### src/rtl/wb_stage_pkg.sv
// ---------------------------------------------------------------------------
// wb_stage_pkg
//
// Shared definitions for the write-back stage and its register file.
//   - XLEN_DEF       : default datapath width
//   - INSTRET_W_DEF  : default retired-instruction counter width
//   - NREGS / REG_AW : register file geometry
//   - rwsel_e        : write-back source encodings used when MemtoReg=0
//   - NOP_BUBBLE     : instruction word that marks a pipeline bubble
//   - trace_pc()     : recovers the instruction PC from its PC+4 value
// ---------------------------------------------------------------------------
package wb_stage_pkg;

    localparam int XLEN_DEF      = 32;
    localparam int INSTRET_W_DEF = 64;
    localparam int NREGS         = 32;
    localparam int REG_AW        = 5;

    // Write-back source select, consulted only when MemtoReg=0.
    typedef enum logic [1:0] {
        RWSEL_ALU   = 2'b00,
        RWSEL_PC4   = 2'b01,
        RWSEL_IMM   = 2'b10,
        RWSEL_PCIMM = 2'b11
    } rwsel_e;

    // An all-zero instruction word is a bubble and never retires.
    localparam logic [31:0] NOP_BUBBLE = 32'h0000_0000;

    // The trace reports the instruction's own PC; only PC+4 reaches this
    // stage, so step back by 4 (wrapping modulo 2^32 on the default width).
    function automatic logic [XLEN_DEF-1:0] trace_pc(input logic [XLEN_DEF-1:0] pc_four);
        return pc_four - XLEN_DEF'(4);
    endfunction

endpackage

### src/rtl/wb_stage_reg_file.sv
// ---------------------------------------------------------------------------
// wb_stage_reg_file
//
// 32 x XLEN integer register file.
//   clk    in   rising-edge clock
//   reset  in   synchronous active-high clear of every entry
//   we     in   write enable (caller guarantees no write to x0 is needed;
//               x0 is guarded here as well)
//   waddr  in   write address
//   wdata  in   write data
//   raddr1 in   read address, port 1
//   raddr2 in   read address, port 2
//   rdata1 out  read data, port 1 (combinational, x0 reads 0)
//   rdata2 out  read data, port 2 (combinational, x0 reads 0)
//
// Reads return stored state only; same-cycle bypass of the write port is
// done by the enclosing stage.
// ---------------------------------------------------------------------------
module wb_stage_reg_file
    import wb_stage_pkg::*;
#(
    parameter int XLEN = XLEN_DEF
) (
    input  logic              clk,
    input  logic              reset,
    input  logic              we,
    input  logic [REG_AW-1:0] waddr,
    input  logic [XLEN-1:0]   wdata,
    input  logic [REG_AW-1:0] raddr1,
    input  logic [REG_AW-1:0] raddr2,
    output logic [XLEN-1:0]   rdata1,
    output logic [XLEN-1:0]   rdata2
);

    logic [XLEN-1:0] regs [NREGS];

    // Entry 0 is cleared by reset and never written, so it stays zero; the
    // read muxes still force 0 so x0 does not depend on that storage.
    always_ff @(posedge clk) begin
        if (reset) begin
            for (int i = 0; i < NREGS; i++) begin
                regs[i] <= '0;
            end
        end else if (we && (waddr != '0)) begin
            regs[waddr] <= wdata;
        end
    end

    always_comb begin
        rdata1 = '0;
        rdata2 = '0;
        if (raddr1 != '0) begin
            rdata1 = regs[raddr1];
        end
        if (raddr2 != '0) begin
            rdata2 = regs[raddr2];
        end
    end

endmodule

### src/rtl/wb_stage.sv
// ---------------------------------------------------------------------------
// wb_stage
//
// Write-back stage fed by the MEM/WB pipeline register.
//   clk, reset                     clock and synchronous active-high reset
//   RegWrite, MemtoReg, RWSel      write-back controls
//   Pc_Imm, Pc_Four, Imm_Out,
//   Alu_Result, MemReadData        candidate write-back values
//   rd                             destination register
//   Curr_Instr                     instruction word, 0 = bubble
//   rs1, rs2                       decode-stage read addresses
//   rs1_data, rs2_data  out        read data with same-cycle write bypass
//   WB_Data             out        selected write-back value (forwarding)
//   WB_Rd               out        rd, 0 when no effective write
//   WB_En               out        RegWrite && rd != 0
//   Instret             out        retired-instruction counter (wraps)
//   Retire_Valid        out        one-cycle pulse: trace entry is new
//   Retire_Pc/Data/Instr/Rd out    registered trace of the last retirement
//
// Retirement is any non-bubble instruction, independent of RegWrite, so
// stores and branches are counted and traced with Retire_Rd/Retire_Data=0.
// ---------------------------------------------------------------------------
module wb_stage
    import wb_stage_pkg::*;
#(
    parameter int XLEN      = XLEN_DEF,
    parameter int INSTRET_W = INSTRET_W_DEF
) (
    input  logic                 clk,
    input  logic                 reset,
    input  logic                 RegWrite,
    input  logic                 MemtoReg,
    input  logic [1:0]           RWSel,
    input  logic [XLEN-1:0]      Pc_Imm,
    input  logic [XLEN-1:0]      Pc_Four,
    input  logic [XLEN-1:0]      Imm_Out,
    input  logic [XLEN-1:0]      Alu_Result,
    input  logic [XLEN-1:0]      MemReadData,
    input  logic [REG_AW-1:0]    rd,
    input  logic [31:0]          Curr_Instr,
    input  logic [REG_AW-1:0]    rs1,
    input  logic [REG_AW-1:0]    rs2,
    output logic [XLEN-1:0]      rs1_data,
    output logic [XLEN-1:0]      rs2_data,
    output logic [XLEN-1:0]      WB_Data,
    output logic [REG_AW-1:0]    WB_Rd,
    output logic                 WB_En,
    output logic [INSTRET_W-1:0] Instret,
    output logic                 Retire_Valid,
    output logic [XLEN-1:0]      Retire_Pc,
    output logic [XLEN-1:0]      Retire_Data,
    output logic [31:0]          Retire_Instr,
    output logic [REG_AW-1:0]    Retire_Rd
);

    logic [XLEN-1:0] rf_rdata1;
    logic [XLEN-1:0] rf_rdata2;
    logic            retire;

    // -----------------------------------------------------------------------
    // Write-back source select: a load result always wins over RWSel.
    // -----------------------------------------------------------------------
    always_comb begin
        WB_Data = Alu_Result;
        if (MemtoReg) begin
            WB_Data = MemReadData;
        end else begin
            case (rwsel_e'(RWSel))
                RWSEL_ALU:   WB_Data = Alu_Result;
                RWSEL_PC4:   WB_Data = Pc_Four;
                RWSEL_IMM:   WB_Data = Imm_Out;
                RWSEL_PCIMM: WB_Data = Pc_Imm;
                default:     WB_Data = Alu_Result;
            endcase
        end
    end

    // A write to x0 is treated as no write at all, so forwarding logic
    // downstream never matches on register 0.
    assign WB_En  = RegWrite && (rd != '0);
    assign WB_Rd  = WB_En ? rd : '0;
    assign retire = (Curr_Instr != NOP_BUBBLE);

    // -----------------------------------------------------------------------
    // Register file
    // -----------------------------------------------------------------------
    wb_stage_reg_file #(
        .XLEN (XLEN)
    ) u_reg_file (
        .clk    (clk),
        .reset  (reset),
        .we     (WB_En),
        .waddr  (rd),
        .wdata  (WB_Data),
        .raddr1 (rs1),
        .raddr2 (rs2),
        .rdata1 (rf_rdata1),
        .rdata2 (rf_rdata2)
    );

    // -----------------------------------------------------------------------
    // Read ports with same-cycle bypass. The write lands in storage only at
    // the next edge, so a reader of rd this cycle must see WB_Data directly.
    // WB_En already excludes rd=0, so an x0 read never bypasses.
    // -----------------------------------------------------------------------
    always_comb begin
        rs1_data = rf_rdata1;
        rs2_data = rf_rdata2;
        if (rs1 == '0) begin
            rs1_data = '0;
        end else if (WB_En && (rs1 == rd)) begin
            rs1_data = WB_Data;
        end
        if (rs2 == '0) begin
            rs2_data = '0;
        end else if (WB_En && (rs2 == rd)) begin
            rs2_data = WB_Data;
        end
    end

    // -----------------------------------------------------------------------
    // Retired-instruction counter and one-entry retire trace. Reset dominates
    // so a retirement presented in the reset cycle is dropped. Trace fields
    // other than Retire_Valid hold across bubbles.
    // -----------------------------------------------------------------------
    always_ff @(posedge clk) begin
        if (reset) begin
            Instret      <= '0;
            Retire_Valid <= 1'b0;
            Retire_Pc    <= '0;
            Retire_Data  <= '0;
            Retire_Instr <= '0;
            Retire_Rd    <= '0;
        end else begin
            Retire_Valid <= retire;
            if (retire) begin
                Instret      <= Instret + INSTRET_W'(1);
                Retire_Instr <= Curr_Instr;
                Retire_Pc    <= Pc_Four - XLEN'(4);
                Retire_Data  <= WB_En ? WB_Data : '0;
                Retire_Rd    <= WB_Rd;
            end
        end
    end

endmodule

### config.mk
export PLATFORM = sky130hd
export DESIGN_NAME = wb_stage
export DESIGN_NICKNAME = d
export VERILOG_FILES = /design/src/rtl/wb_stage_pkg.sv /design/src/rtl/wb_stage_reg_file.sv /design/src/rtl/wb_stage.sv
export SDC_FILE = /design/constraint.sdc
export NUM_CORES = 2
export LEC_CHECK = 0
export BUFFER_PORTS_ARGS = -buffer_cell sky130_fd_sc_hd__buf_2
export CORE_MARGIN = 2
export CORE_UTILIZATION = 35
export DETAILED_ROUTE_END_ITERATION = 10
export PLACE_DENSITY = 0.6
export SYNTH_ARGS = -nofsm -noshare
export SYNTH_HDL_FRONTEND = slang
export SYNTH_SLANG_ARGS = --single-unit
### constraint.sdc
create_clock -name clk -period 4.9 [get_ports clk]
set_clock_uncertainty 0.05 [all_clocks]
set_input_delay 0.245 -clock clk [delete_from_list [all_inputs] [get_ports clk]]
set_output_delay 0.245 -clock clk [all_outputs]
set_load 0.05 [all_outputs]
==> impl_results.md <==
* Status: completed
* Reg clk slew, reported paths at 60 ps
* Die height at 421 µm
* Cts bufs inserted at 140
* Final period utilization at 82.7%
* First DRT Iteration DRCs at 7,034
* Min-delay src: MemReadData[18]
* Ys async rst share at 0%
* Average size of a mapped cell at 12.6 µm²
* CP Data Arrival Time at 4730 ps
* Post-synth EDFFs at 1,024
* Netlist area before placement at 0.0608 mm²
* Required time worst endpoint at 5580 ps
* Max-slew violations at 0
* Type of destination of the critical path: register
* ANT nets after route at 0
* Vias in the first global route at 45,700
* Placed inst area at 0.0668 mm²
* First-pass GRT wire length at 342,000 µm
* Ys flop type: edfxtp_1
* RePlAce Congestion at 0.941
* Worst-Margin Slew at 1350 ps
* Die Area at 0.177 mm²
* Area grow syn2layout at 18.9%
* Cell variety after synth at 67
* Placeable Area at 0.172 mm²
* Total iterations of the first detailed-routing run at 6
* Yosys reg bits at 1,190
* Hold Path Class: input pin to register
* DIE WIDTH at 421 µm
* Total Routing Usage GR at 27.2%
* Worst R2R End: Instret[60]
* Peak VDD IR at 0.000391 V
* Fin crit period at 4050 ps
* Initial antenna violation count at 19
* H-tree depth reported by CTS at 4
* Worst flop-to-flop path startpoint: Instret[35]
* CTS Buffer Depth at 3
* PD cells at 367 mW/mm²
* Final setup violation count at 0
* Final Power at 26.5 mW
* FF-to-FF path depth at 5
* MaxCap Viol Count at 0
* Cell taking the most area after synthesis: edfxtp_1
* # DRC at 0
* Hold Vio Cnt, Final at 0
* Routed Wire Length at 245,000 µm
* Static leakage at 26.3 nW
* Sequential element share of the synthesized area at 56.1%
* CP Launch Type: input pin
* Routed WL per cell at 32.0 µm
* Drt via density at 6.11
* Clk_lat worst skew at 790 ps
* Synthesized instance count at 4,812
* WHS Endpoint: Retire_Data[18]
* Top cell type's share of synthesized area at 50.6%
* Num rows at 152
* Clk sinks at 1,190
* Hold Path Depth at 5
* Layout Utilization at 42.0%
* R2R setup slack at 2070 ps
* Via Count at 46,900
* Share of cells above drive strength 1 at 26.5%
* Fmax at 0.247 GHz
* Largest cells by area after synthesis: edfxtp_1, mux4_2, nor2_1
* CTS root buffer: clkbuf_16
* Grt total ovfl at 0
* Pin count of the biggest net entering global routing at 90
* FILL cells at 15,900
* Initial Util at 35.3%
* Setup TNS at 0 ps
* Final nets at 5,453
* YS warnings at 0
* DP HPWL at 162,000 µm
* CP Class: input pin to register
* I/O Buffers at 480
* CTS tree: done
* IO Pins at 481
* RSZ-0062 raised after global routing: false
* Max transition margin at 9.60%
* Final instance area at 0.0722 mm²
* CP Max Fanout at 8
## cell usage in the layout (no fill, tap or decap), types with 35 or more instances in the layout
cell type      synthesis  final
buf_4                  8    152
or3_1                 38     38
clkbuf_16              0    145
a21oi_1              135    134
mux2_2               104    104
o21ai_0               79     79
o22ai_1               95     95
inv_1                 43     43
o211ai_1              53     53
nor2_1              1170   1167
mux2i_1              312    280
buf_12                 0     51
buf_2                 79    443
dfxtp_1              166    166
dlygate4sd3_1          0     90
edfxtp_1            1024   1024
mux4_2               358    358
nand2_1               81     78
a22oi_1               89     89
a211oi_1              35     35
a221oi_1             128    128
## repair_timing
item	CTS	global route
endpoints found under the hold margin	92	0
gates resized for setup	0	0
setup buffers	0	0
hold buffers	90	0
## cells by family (layout without fill, tap and decap cells)
family	Yosys count	count (layout)	share of synthesized area (%)
and+or+nand+nor	1535	1535	10.8
DFF	1190	1190	56.1
muxes	775	775	20.4
AOI/OAI and AO/OA	728	728	8.41
buffers and inverters	533	1039	3.57
xor gates and xnor gates	48	48	0.692
adders and majority gates	2	2	0.0412
other	1	38	0.00617
## synth_stat cells (3+ instances only)
library cell and number:
or2_2 5, a221oi_1 128, buf_2 79, and3_1 10, nand2b_1 37, o22ai_1 95, o211ai_1 53, nand4_1 21
edfxtp_1 1024, clkbuf_1 372, inv_1 43, dfxtp_1 166, nor2_1 1170, or3_1 38, o41ai_1 3, a22o_1 25
o221ai_1 8, a221o_1 31, o2111ai_1 9, mux4_2 358, buf_6 3, nor4_1 29, buf_1 22, xnor2_1 29
and4_1 13, xor2_1 19, and2_1 13, a22oi_1 89, nor2b_1 19, buf_4 8, nand2_1 81, nor3_1 23
o21ai_0 79, mux2_2 104, mux2i_1 312, or4_1 29, nor4bb_1 7, nor3b_1 6, a21oi_1 135, o31ai_1 29
a211oi_1 35, nand3_1 17
## worst max-delay path by stage
stage	from	endpoint	slack [ps]	depth (start not counted)
floorplan	rs1[0]	rs1_data[12]	1790	9
finish	Pc_Four[3]	Retire_Pc[20]	850	11
global route	Pc_Four[3]	Retire_Pc[20]	660	11
global placement	rs1[1]	rs1_data[22]	1020	9
CTS	rd[3]	rs1_data[22]	760	11
detailed placement	rs1[1]	rs1_data[22]	960	9
## worst max-delay path, cell delays in order
cell and delay [ps]:
dlygate4sd3_1 600, buf_2 180, inv_1 60, ha_1 160, nor3b_1 770, nand4b_1 740
nor4_1 450, xnor2_1 100, dlygate4sd3_1 560, a211oi_1 260, dlygate4sd3_1 580
## area by class of cell
cell class	count	area [µm²]	area share [%]
flip-flops and latches	1190	34100	47.2
multi-input cells	3120	25300	35.0
repair buffers	741	5350	7.41
clock buffers	181	3840	5.32
well taps	2310	2890	4.00
clock inverters	72	649	0.899
inverters	45	169	0.234
diodes	6	15.0	0.0208
## stage by stage
step                      hold WS [ps]  cells  setup slack (ps)
after global routing              9.74   7663               664
after CTS                         13.2   7659               758
final                             14.1   7665               847
after global placement             388   7316              1020
after floorplan                    291   4843              1790
after detailed placement           396   7316               959
## metal layers
metal | wire length (µm) | GRT usage (%) | vias to the layer above
met5 | 83 | 0 | -
met4 | 14600 | 14.4 | 12
met3 | 28700 | 6.89 | 573
met2 | 114000 | 43.3 | 3368
met1 | 87600 | 34.2 | 23600
li1 | - | - | 19300
## registers in the layout (all words and copies together) (netlist names)
name and cells:
u_reg_file.regs 1024, Retire_Instr 32, Retire_Valid 1, Retire_Pc 32, Retire_Rd 5, Retire_Data 32
Instret 64
## where the power goes
group          switching [mW]  leakage [nW]  internal [mW]
clock network            4.43          2.21           5.93
logic                    2.90          13.0           1.45
registers               0.280          11.1           11.5
(Power assumes the default switching activity.)
